**config.mk**
```make
export PLATFORM = sky130hd
export DESIGN_NAME = serial_add_ctrl
export DESIGN_NICKNAME = d
export VERILOG_FILES = /design/src/rtl/serial_add_pkg.sv /design/src/rtl/F_A.sv /design/src/rtl/serial_add_ctrl.sv
export SDC_FILE = /design/constraint.sdc
export NUM_CORES = 1
export LEC_CHECK = 0
export CORE_MARGIN = 2
export CORE_UTILIZATION = 25
export DETAILED_ROUTE_END_ITERATION = 6
export PLACE_DENSITY = 0.49
export SLEW_MARGIN = 20
export SYNTH_ARGS = -nofsm -noshare
export SYNTH_HDL_FRONTEND = slang
export SYNTH_SLANG_ARGS = --single-unit
```
**constraint.sdc**
```tcl
create_clock -name clk -period 1.95 [get_ports clk]
set_input_delay 0.39 -clock clk [delete_from_list [all_inputs] [get_ports clk]]
set_output_delay 0.39 -clock clk [all_outputs]
set_load 0.05 [all_outputs]
```
**src/rtl/serial_add_pkg.sv**
```systemverilog
// Shared definitions for the bit-serial adder sequencer.
//   state_t   : sequencer states (IDLE / RUN / DONE)
//   clog2     : ceiling log2, used to size the bit counter
//   MAX_WIDTH : largest supported operand width
package serial_add_pkg;

    localparam int MAX_WIDTH = 64;

    typedef enum logic [1:0] {
        IDLE = 2'd0,
        RUN  = 2'd1,
        DONE = 2'd2
    } state_t;

    function automatic int clog2(input int v);
        int r;
        r = 0;
        while ((1 << r) < v) r++;
        return r;
    endfunction

endpackage

```
**src/rtl/F_A.sv**
```systemverilog
// Single-bit full-adder cell.
//   a, b  : addend bits
//   c_in  : carry in
//   S     : sum bit
//   C     : carry out
module F_A (
    input  logic a,
    input  logic b,
    input  logic c_in,
    output logic S,
    output logic C
);

    assign S = a ^ b ^ c_in;
    assign C = (a & b) | (c_in & (a ^ b));

endmodule

```
**src/rtl/serial_add_ctrl.sv**
```systemverilog
// Bit-serial adder sequencer: one F_A cell is reused for every bit position,
// LSB first, one bit per clock, with the carry held in a register.
//
// Ports:
//   clk, rst_n        : clock (rising edge), async active-low reset
//   start_valid/ready : operand handshake; a, b, c_in sampled on accept
//   res_valid/ready   : result handshake; sum, c_out stable while res_valid
//   busy              : high while an operation is in RUN or DONE
//   ovf               : signed overflow flag (only with SERIAL_ADD_OVF_EN)
//
// Optional feature macro: SERIAL_ADD_OVF_EN adds the ovf output.
module serial_add_ctrl #(
    parameter int WIDTH = 8
) (
    input  logic             clk,
    input  logic             rst_n,
    input  logic             start_valid,
    output logic             start_ready,
    input  logic [WIDTH-1:0] a,
    input  logic [WIDTH-1:0] b,
    input  logic             c_in,
    output logic             res_valid,
    input  logic             res_ready,
    output logic [WIDTH-1:0] sum,
    output logic             c_out,
`ifdef SERIAL_ADD_OVF_EN
    output logic             ovf,
`endif
    output logic             busy
);

    import serial_add_pkg::*;

    localparam int CW = (clog2(WIDTH) < 1) ? 1 : clog2(WIDTH);
    localparam logic [CW-1:0] LAST = CW'(WIDTH - 1);

    if (WIDTH < 1 || WIDTH > MAX_WIDTH) begin : g_bad_width
        $error("serial_add_ctrl: WIDTH out of range");
    end

    state_t           state, nstate;
    logic [WIDTH-1:0] a_sr, b_sr, sum_sr, sum_nxt;
    logic             carry;
    logic [CW-1:0]    cnt;
    logic             fa_s, fa_c;
    logic             last;

    F_A u_fa (
        .a    (a_sr[0]),
        .b    (b_sr[0]),
        .c_in (carry),
        .S    (fa_s),
        .C    (fa_c)
    );

    assign last = (cnt == LAST);
    // New sum bit enters at the MSB; written this way so WIDTH=1 needs no special case.
    assign sum_nxt = WIDTH'({fa_s, sum_sr} >> 1);

    // State register
    always_ff @(posedge clk or negedge rst_n) begin
        if (!rst_n) state <= IDLE;
        else        state <= nstate;
    end

    // Next-state logic
    always_comb begin
        nstate = state;
        case (state)
            IDLE:    if (start_valid) nstate = RUN;
            RUN:     if (last)        nstate = DONE;
            DONE:    if (res_ready)   nstate = IDLE;
            default:                  nstate = IDLE;
        endcase
    end

    // Handshake outputs
    always_comb begin
        start_ready = (state == IDLE);
        res_valid   = (state == DONE);
        busy        = (state == RUN) || (state == DONE);
    end

    // Datapath. sum/c_out/ovf are separate registers loaded on the final RUN
    // edge so they hold through DONE and IDLE, even after a new accept
    // reloads carry.
    always_ff @(posedge clk or negedge rst_n) begin
        if (!rst_n) begin
            a_sr   <= '0;
            b_sr   <= '0;
            sum_sr <= '0;
            carry  <= 1'b0;
            cnt    <= '0;
            sum    <= '0;
            c_out  <= 1'b0;
`ifdef SERIAL_ADD_OVF_EN
            ovf    <= 1'b0;
`endif
        end else begin
            case (state)
                IDLE: if (start_valid) begin
                    a_sr  <= a;
                    b_sr  <= b;
                    carry <= c_in;
                    cnt   <= '0;
                end
                RUN: begin
                    a_sr   <= a_sr >> 1;
                    b_sr   <= b_sr >> 1;
                    sum_sr <= sum_nxt;
                    carry  <= fa_c;
                    cnt    <= cnt + 1'b1;
                    if (last) begin
                        sum   <= sum_nxt;
                        c_out <= fa_c;
`ifdef SERIAL_ADD_OVF_EN
                        // On the last bit, carry is the carry into the MSB.
                        ovf   <= carry ^ fa_c;
`endif
                    end
                end
                default: ;
            endcase
        end
    end

endmodule
```
==> results of run 1 <==
flip-flops by register name (all words and copies together) (netlist names):
register / count
a_sr: 8
b_sr: 8
sum: 8
sum_sr: 7
cnt: 3
state: 2
c_out: 1
carry: 1
cells in the final DEF, fill, tap and decap left out, drive strengths merged:
master	count
a21oi	2
a31oi	4
a32o	2
and3	2
buf	10
bufinv	1
clkbuf	5
clkdlybuf4s50	27
clkinv	2
dfrtp	38
fa	1
ha	5
inv	4
mux2	16
mux2i	16
nand2	19
nand2b	3
nor2b	1
o21ai	17
o31ai	1
metrics by stage:
| stage | util | instances | hold slack (ns) |
|---|---|---|---|
| after floorplan | - | 137 | 0.0944 |
| after global placement | 0.319 | 248 | 0.384 |
| after detailed placement | 0.319 | 248 | 0.388 |
| after CTS | 0.335 | 256 | 0.0707 |
| after global routing | 0.335 | 256 | 0.0860 |
| final | 0.335 | 256 | 0.0595 |
power groups by stage:
stage / Combinational (mW) / Clock [mW] / Sequential, mW
finish: 1.58 / 0.653 / 1.32
detailed placement: 1.60 / 0 / 1.35
CTS: 1.60 / 0.673 / 1.33
global route: 1.73 / 0.707 / 1.38
floorplan: 1.04 / 0 / 1.46
global placement: 1.57 / 0 / 1.33
logic make-up (layout without fill, tap and decap cells):
family | count (synthesis) | count (layout) | synth area share
AOI/OAI and AO/OA | 26 | 26 | 0.0867
adders and majority gates | 6 | 6 | 0.0485
buffers and inverters | 10 | 49 | 0.0389
DFF | 38 | 38 | 0.558
muxes | 32 | 32 | 0.202
and+or+nand+nor | 25 | 25 | 0.0654
worst max path at each step:
| stage | startpoint | end | slack [ns] | cells after the start |
|---|---|---|---|---|
| 4_1_cts | sum[1] | sum[1] | 0.09 | 1 |
| 5_1_grt | sum[1] | sum[1] | 0.05 | 1 |
| 3_5_place_dp | start_valid | b_sr[4] | 0.30 | 4 |
| 6_report | sum[1] | sum[1] | 0.11 | 1 |
| 3_3_place_gp | start_valid | a_sr[1] | 0.34 | 4 |
| 2_1_floorplan | state[0] | a_sr[4] | 0.13 | 5 |
final cells by class:
class	instances	area share
clock buffer	5	0.0307
timing repair buffer	37	0.170
sequential	38	0.424
inverter	4	0.00670
multi-input combinational	89	0.306
clock inverter	3	0.0179
tap	80	0.0447
routing by layer:
layer | GRT usage | routed length (µm) | vias to the layer above
li1 | - | - | 555
met1 | 0.117 | 1450 | 539
met2 | 0.140 | 1410 | 20
met3 | 0.0352 | 173 | 6
met4 | 0.0341 | 51 | 0
met5 | 0 | 0 | -
==> impl_metrics.csv, run 1 <==
group,metric,value,unit
die,initial_utilization,0.255,
final_layout,drive_gt1_frac,0.205,
pwr,swShare,0.372,
clock_network,clock_tree.buffer_depth,2,
clock_network,cts_setup_buffers,0,
yosys,ys_seq_area_frac,0.558,
routing,num_vias,1120,
final_layout,final-seq-area,951,µm²
global_route,antenna_found_initial,0,
sta,drv_slew,0,
run,cap_viol_max_count,0,
die,die-area,7490,µm²
routing,totalWireLength,3080,µm
routing,first_pass_iters,4,
final_layout,nFillCells,687,
sta,fin_ws,0.114,ns
global_route,grt_pass1_vias,1132,
yosys,synth.cell_area,1700,µm²
clock_network,clock_latency,0.29,ns
global_route,grt_use_total,0.0911,
clock_network,cts_resized,0,
yosys,yosysWarnings,0,
setup_path,reg2reg_from,"state[1]",
yosys,yosysTopAreaCellShare,0.558,
die,die_w,86.5,µm
final_layout,finalInstanceArea,2240,µm²
setup_path,crit_family,"buffers and inverters",
yosys,ys_types,22,
pwr,combPwrFrac,0.445,
routing,drt_iter0_markers,35,
yosys,synth_most_common_cell,"dfrtp_1",
sta,tns,0,ns
clock_network,numCtsBuffers,5,
routing,avgRoutedWirePerCell,12.0,µm
setup_path,critical_path_class,"reg2out",
placed_design,pre_cts_ws,0.296,ns
yosys,synth_top_area_cell,"dfrtp_1",
setup_path,cp_num_buf_inv,1,
routing,antenna_left,0,
placed_design,place_hpwl,2290,µm
yosys,async_flop_share,1.00,
yosys,synthTopCellsByCount,"dfrtp_1 (38), nand2_1 (18), mux2_2 (16)",
clock_network,cts_tree,"done",
global_route,grt_max_degree,34,
clock_network,clock-root-buffer,"clkbuf_8",
pwr,power_density,1590,nW/µm²
global_route,overflow,0,
yosys,synth_edf_count,0,
die,rows,30,
sta,setup_violations,0,
yosys,synthTopCellsByArea,"dfrtp_1 (56%), mux2_2 (11%), mux2i_1 (8.8%), o21ai_0 (4.4%), nand2_1 (4.0%)",
pwr,leakagePower,1.02,nW
sta,hold_viol_final,0,
setup_path,cp_max_fo,2,
routing,viasPerCell,4.38,
sta,rsz0062_at_grt,"false",
pwr,power,3.56,mW
clock_network,path_clk_slew,0.07,ns
routing,drc,0,
placed_design,port_buffers,32,
pwr,p_seq_frac,0.372,
setup_path,worst_path_max_delay_cell,"clkdlybuf4s50_1",
sta,tightest_slew,0.508,ns
setup_path,crit_path_max_incr_delay,0.81,ns
setup_path,r2r_setup_slack,0.30,ns
setup_path,r2r_end,"b_sr[4]",
pwr,irDropWorstVdd,0.000808,V
final_layout,multi_input_area,686,µm²
sta,period_needed,1.84,ns
yosys,yosys_most_used_dff,"dfrtp_1",
hold_path,min_path_type,"in2async",
sta,finalCritPeriodShare,0.942,
setup_path,crit_path_cell_trace,"clkdlybuf4s50_1",
setup_path,arrival,1.45,ns
die,ioPinCount,33,
final_layout,area_growth,31.6,%
setup_path,r2r_cells,5,
sta,max-slew-margin-rel,0.662,
placed_design,gp_congestion,0.730,
clock_network,cts_hold_buffers,0,
setup_path,endpoint_kind,"output port",
placed_design,dpl_cell_area,2130,µm²
global_route,grt_pass1_wl,5290,µm
yosys,syn_avg_cell_area,12.4,µm²
final_layout,n_antenna_cell,0,
setup_path,startpoint_type,"flip-flop",
die,dieHeight,86.5,µm
final_layout,fin_nets,202,
die,core,6680,µm²
pwr,p_sw,1.32,mW
sta,fmax,545,MHz
yosys,syn_inst,137,
clock_network,cts_max_level,2,
yosys,synth_nets,164,
pwr,power_frac_clock,0.184,
sta,final.setup_skew,0.00367,ns
setup_path,required,1.56,ns
status,status,"completed",
yosys,ys_ff_latch,38,
clock_network,cts_sinks,38,
pwr,p_int,2.23,mW
No activity file was read; power rests on OpenSTA's default activity.
==> run 2: changes to the inputs <==
Settings changed: REMOVE_ABC_BUFFERS set to 1.
==> impl_metrics.csv, run 2 (synthesis results as in run 1) <==
group,metric,value,unit
placed_design,dp_cells,248,
routing,antenna_left,0,
setup_path,r2r_setup_slack,0.41,ns
clock_network,path_clk_slew,0.07,ns
die,dieHeight,86.5,µm
pwr,swShare,0.368,
pwr,combPwrFrac,0.454,
placed_design,pre_cts_ws,0.236,ns
clock_network,cts_max_level,2,
clock_network,cts_tree,"done",
setup_path,r2r_cells,5,
die,rows,30,
hold_path,min_path_type,"in2async",
placed_design,place_hpwl,2190,µm
pwr,p_sw,1.30,mW
clock_network,cts_sinks,38,
sta,setup_violations,0,
routing,first_pass_iters,4,
die,die-area,7490,µm²
global_route,overflow,0,
setup_path,worst_path_max_delay_cell,"clkdlybuf4s50_1",
die,die_w,86.5,µm
global_route,antenna_found_initial,0,
final_layout,final_common_cell,"dfrtp_1",
final_layout,final_cell_count_no_fill,256,
routing,drt_iter0_markers,61,
setup_path,arrival,1.45,ns
sta,drv_slew,0,
final_layout,fin_nets,202,
die,core,6680,µm²
clock_network,cts_setup_buffers,0,
sta,tns,0,ns
setup_path,crit_family,"buffers and inverters",
final_layout,area_growth,31.7,%
die,initial_utilization,0.255,
routing,num_vias,1108,
final_layout,post-route-util,0.336,
setup_path,r2r_end,"sum[4]",
clock_network,cts_resized,0,
clock_network,cts_hold_buffers,0,
placed_design,port_buffers,32,
sta,finalCritPeriodShare,0.942,
setup_path,endpoint,"sum[7]",
clock_network,clock_tree.buffer_depth,2,
routing,avgRoutedWirePerCell,11.8,µm
clock_network,clock-root-buffer,"clkbuf_8",
global_route,grt_use_total,0.0902,
final_layout,top_regs,"a_sr x8, b_sr x8, sum x8",
sta,worst_hold_slack,0.146,ns
placed_design,gp_congestion,0.764,
setup_path,crit_path_cell_trace,"clkdlybuf4s50_1",
setup_path,crit_path_max_incr_delay,0.81,ns
setup_path,cp.depth,1,
status,status,"completed",
sta,hold_viol_final,0,
run,cap_viol_max_count,0,
pwr,irDropWorstVdd,0.000692,V
global_route,grt_max_degree,39,
setup_path,endpoint_kind,"output port",
sta,fmax,544,MHz
setup_path,startpoint_type,"flip-flop",
final_layout,drive_gt1_frac,0.205,
clock_network,numCtsBuffers,5,
pwr,power_frac_clock,0.173,
final_layout,n_antenna_cell,0,
pwr,p_int,2.24,mW
setup_path,reg2reg_from,"state[1]",
setup_path,cp_max_fo,2,
global_route,grt_pass1_vias,1140,
routing,viasPerCell,4.33,
setup_path,required,1.56,ns
sta,max-slew-margin-rel,0.659,
global_route,grt_pass1_wl,5180,µm
final_layout,layout_common_cells,"dfrtp_1 (38), clkdlybuf4s50_1 (27), nand2_1 (18)",
pwr,power_density,1580,nW/µm²
final_layout,finalInstanceArea,2240,µm²
placed_design,dpl_cell_area,2130,µm²
pwr,power,3.54,mW
routing,drc,0,
setup_path,cp-startpoint,"sum[7]",
pwr,p_seq_frac,0.373,
die,ioPinCount,33,
routing,totalWireLength,3010,µm
pwr,leakagePower,1.02,nW
setup_path,critical_path_class,"reg2out",
setup_path,cp_num_buf_inv,1,
sta,period_needed,1.84,ns
sta,fin_ws,0.113,ns
sta,final.setup_skew,0.00515,ns
sta,rsz0062_at_grt,"false",
sta,tightest_slew,0.510,ns
clock_network,clock_latency,0.28,ns
## run 2: cell types whose count changed in the layout (fill, tap and decap cells not counted), sizes merged
cell	delta
bufinv	-1
clkinv	-2
clkbuf	+3
## run 2: worst min path at each step
stage	to	cells past startpoint	from	slack, ns
after floorplan	a_sr[0]	0	rst_n	0.09
final	a_sr[2]	2	rst_n	0.15
after global placement	b_sr[4]	2	rst_n	0.46
after global routing	b_sr[3]	2	rst_n	0.18
after CTS	a_sr[6]	2	rst_n	0.16
after detailed placement	b_sr[3]	2	rst_n	0.47
## run 2: area by class of cell
type,count,area (µm²)
clock buffer,8,110
fill,700,4440
inverter,4,15.0
multi-input combinational,89,686
sequential,38,951
tap,80,100
timing repair buffer,37,380
## run 2: worst register-to-register path, delay by kind of cell, from the launching register on
kind / cells / cell delay (ns)
flip-flops: 1 / 0.38
adder cells (fa/ha/maj): 1 / 0.22
buffers and inverters: 2 / 0.27
multiplexers: 1 / 0.37
AND/OR/NAND/NOR: 1 / 0.20
## run 2: power by group through the flow
| stage | combinational, mW | sequential (mW) | clock, mW |
|---|---|---|---|
| 2_1_floorplan | 0.944 | 1.47 | 0 |
| 3_3_place_gp | 1.60 | 1.33 | 0 |
| 3_5_place_dp | 1.63 | 1.34 | 0 |
| 4_1_cts | 1.64 | 1.33 | 0.642 |
| 5_1_grt | 1.77 | 1.37 | 0.678 |
| 6_report | 1.61 | 1.32 | 0.613 |
## run 2: per-layer routing
| layer | wire, µm | track usage | vias to the layer above |
|---|---|---|---|
| met5 | 0 | 0 | - |
| met4 | 46 | 0.0426 | 0 |
| met3 | 118 | 0.0295 | 7 |
| met2 | 1470 | 0.149 | 23 |
| met1 | 1370 | 0.106 | 526 |
| li1 | - | - | 552 |
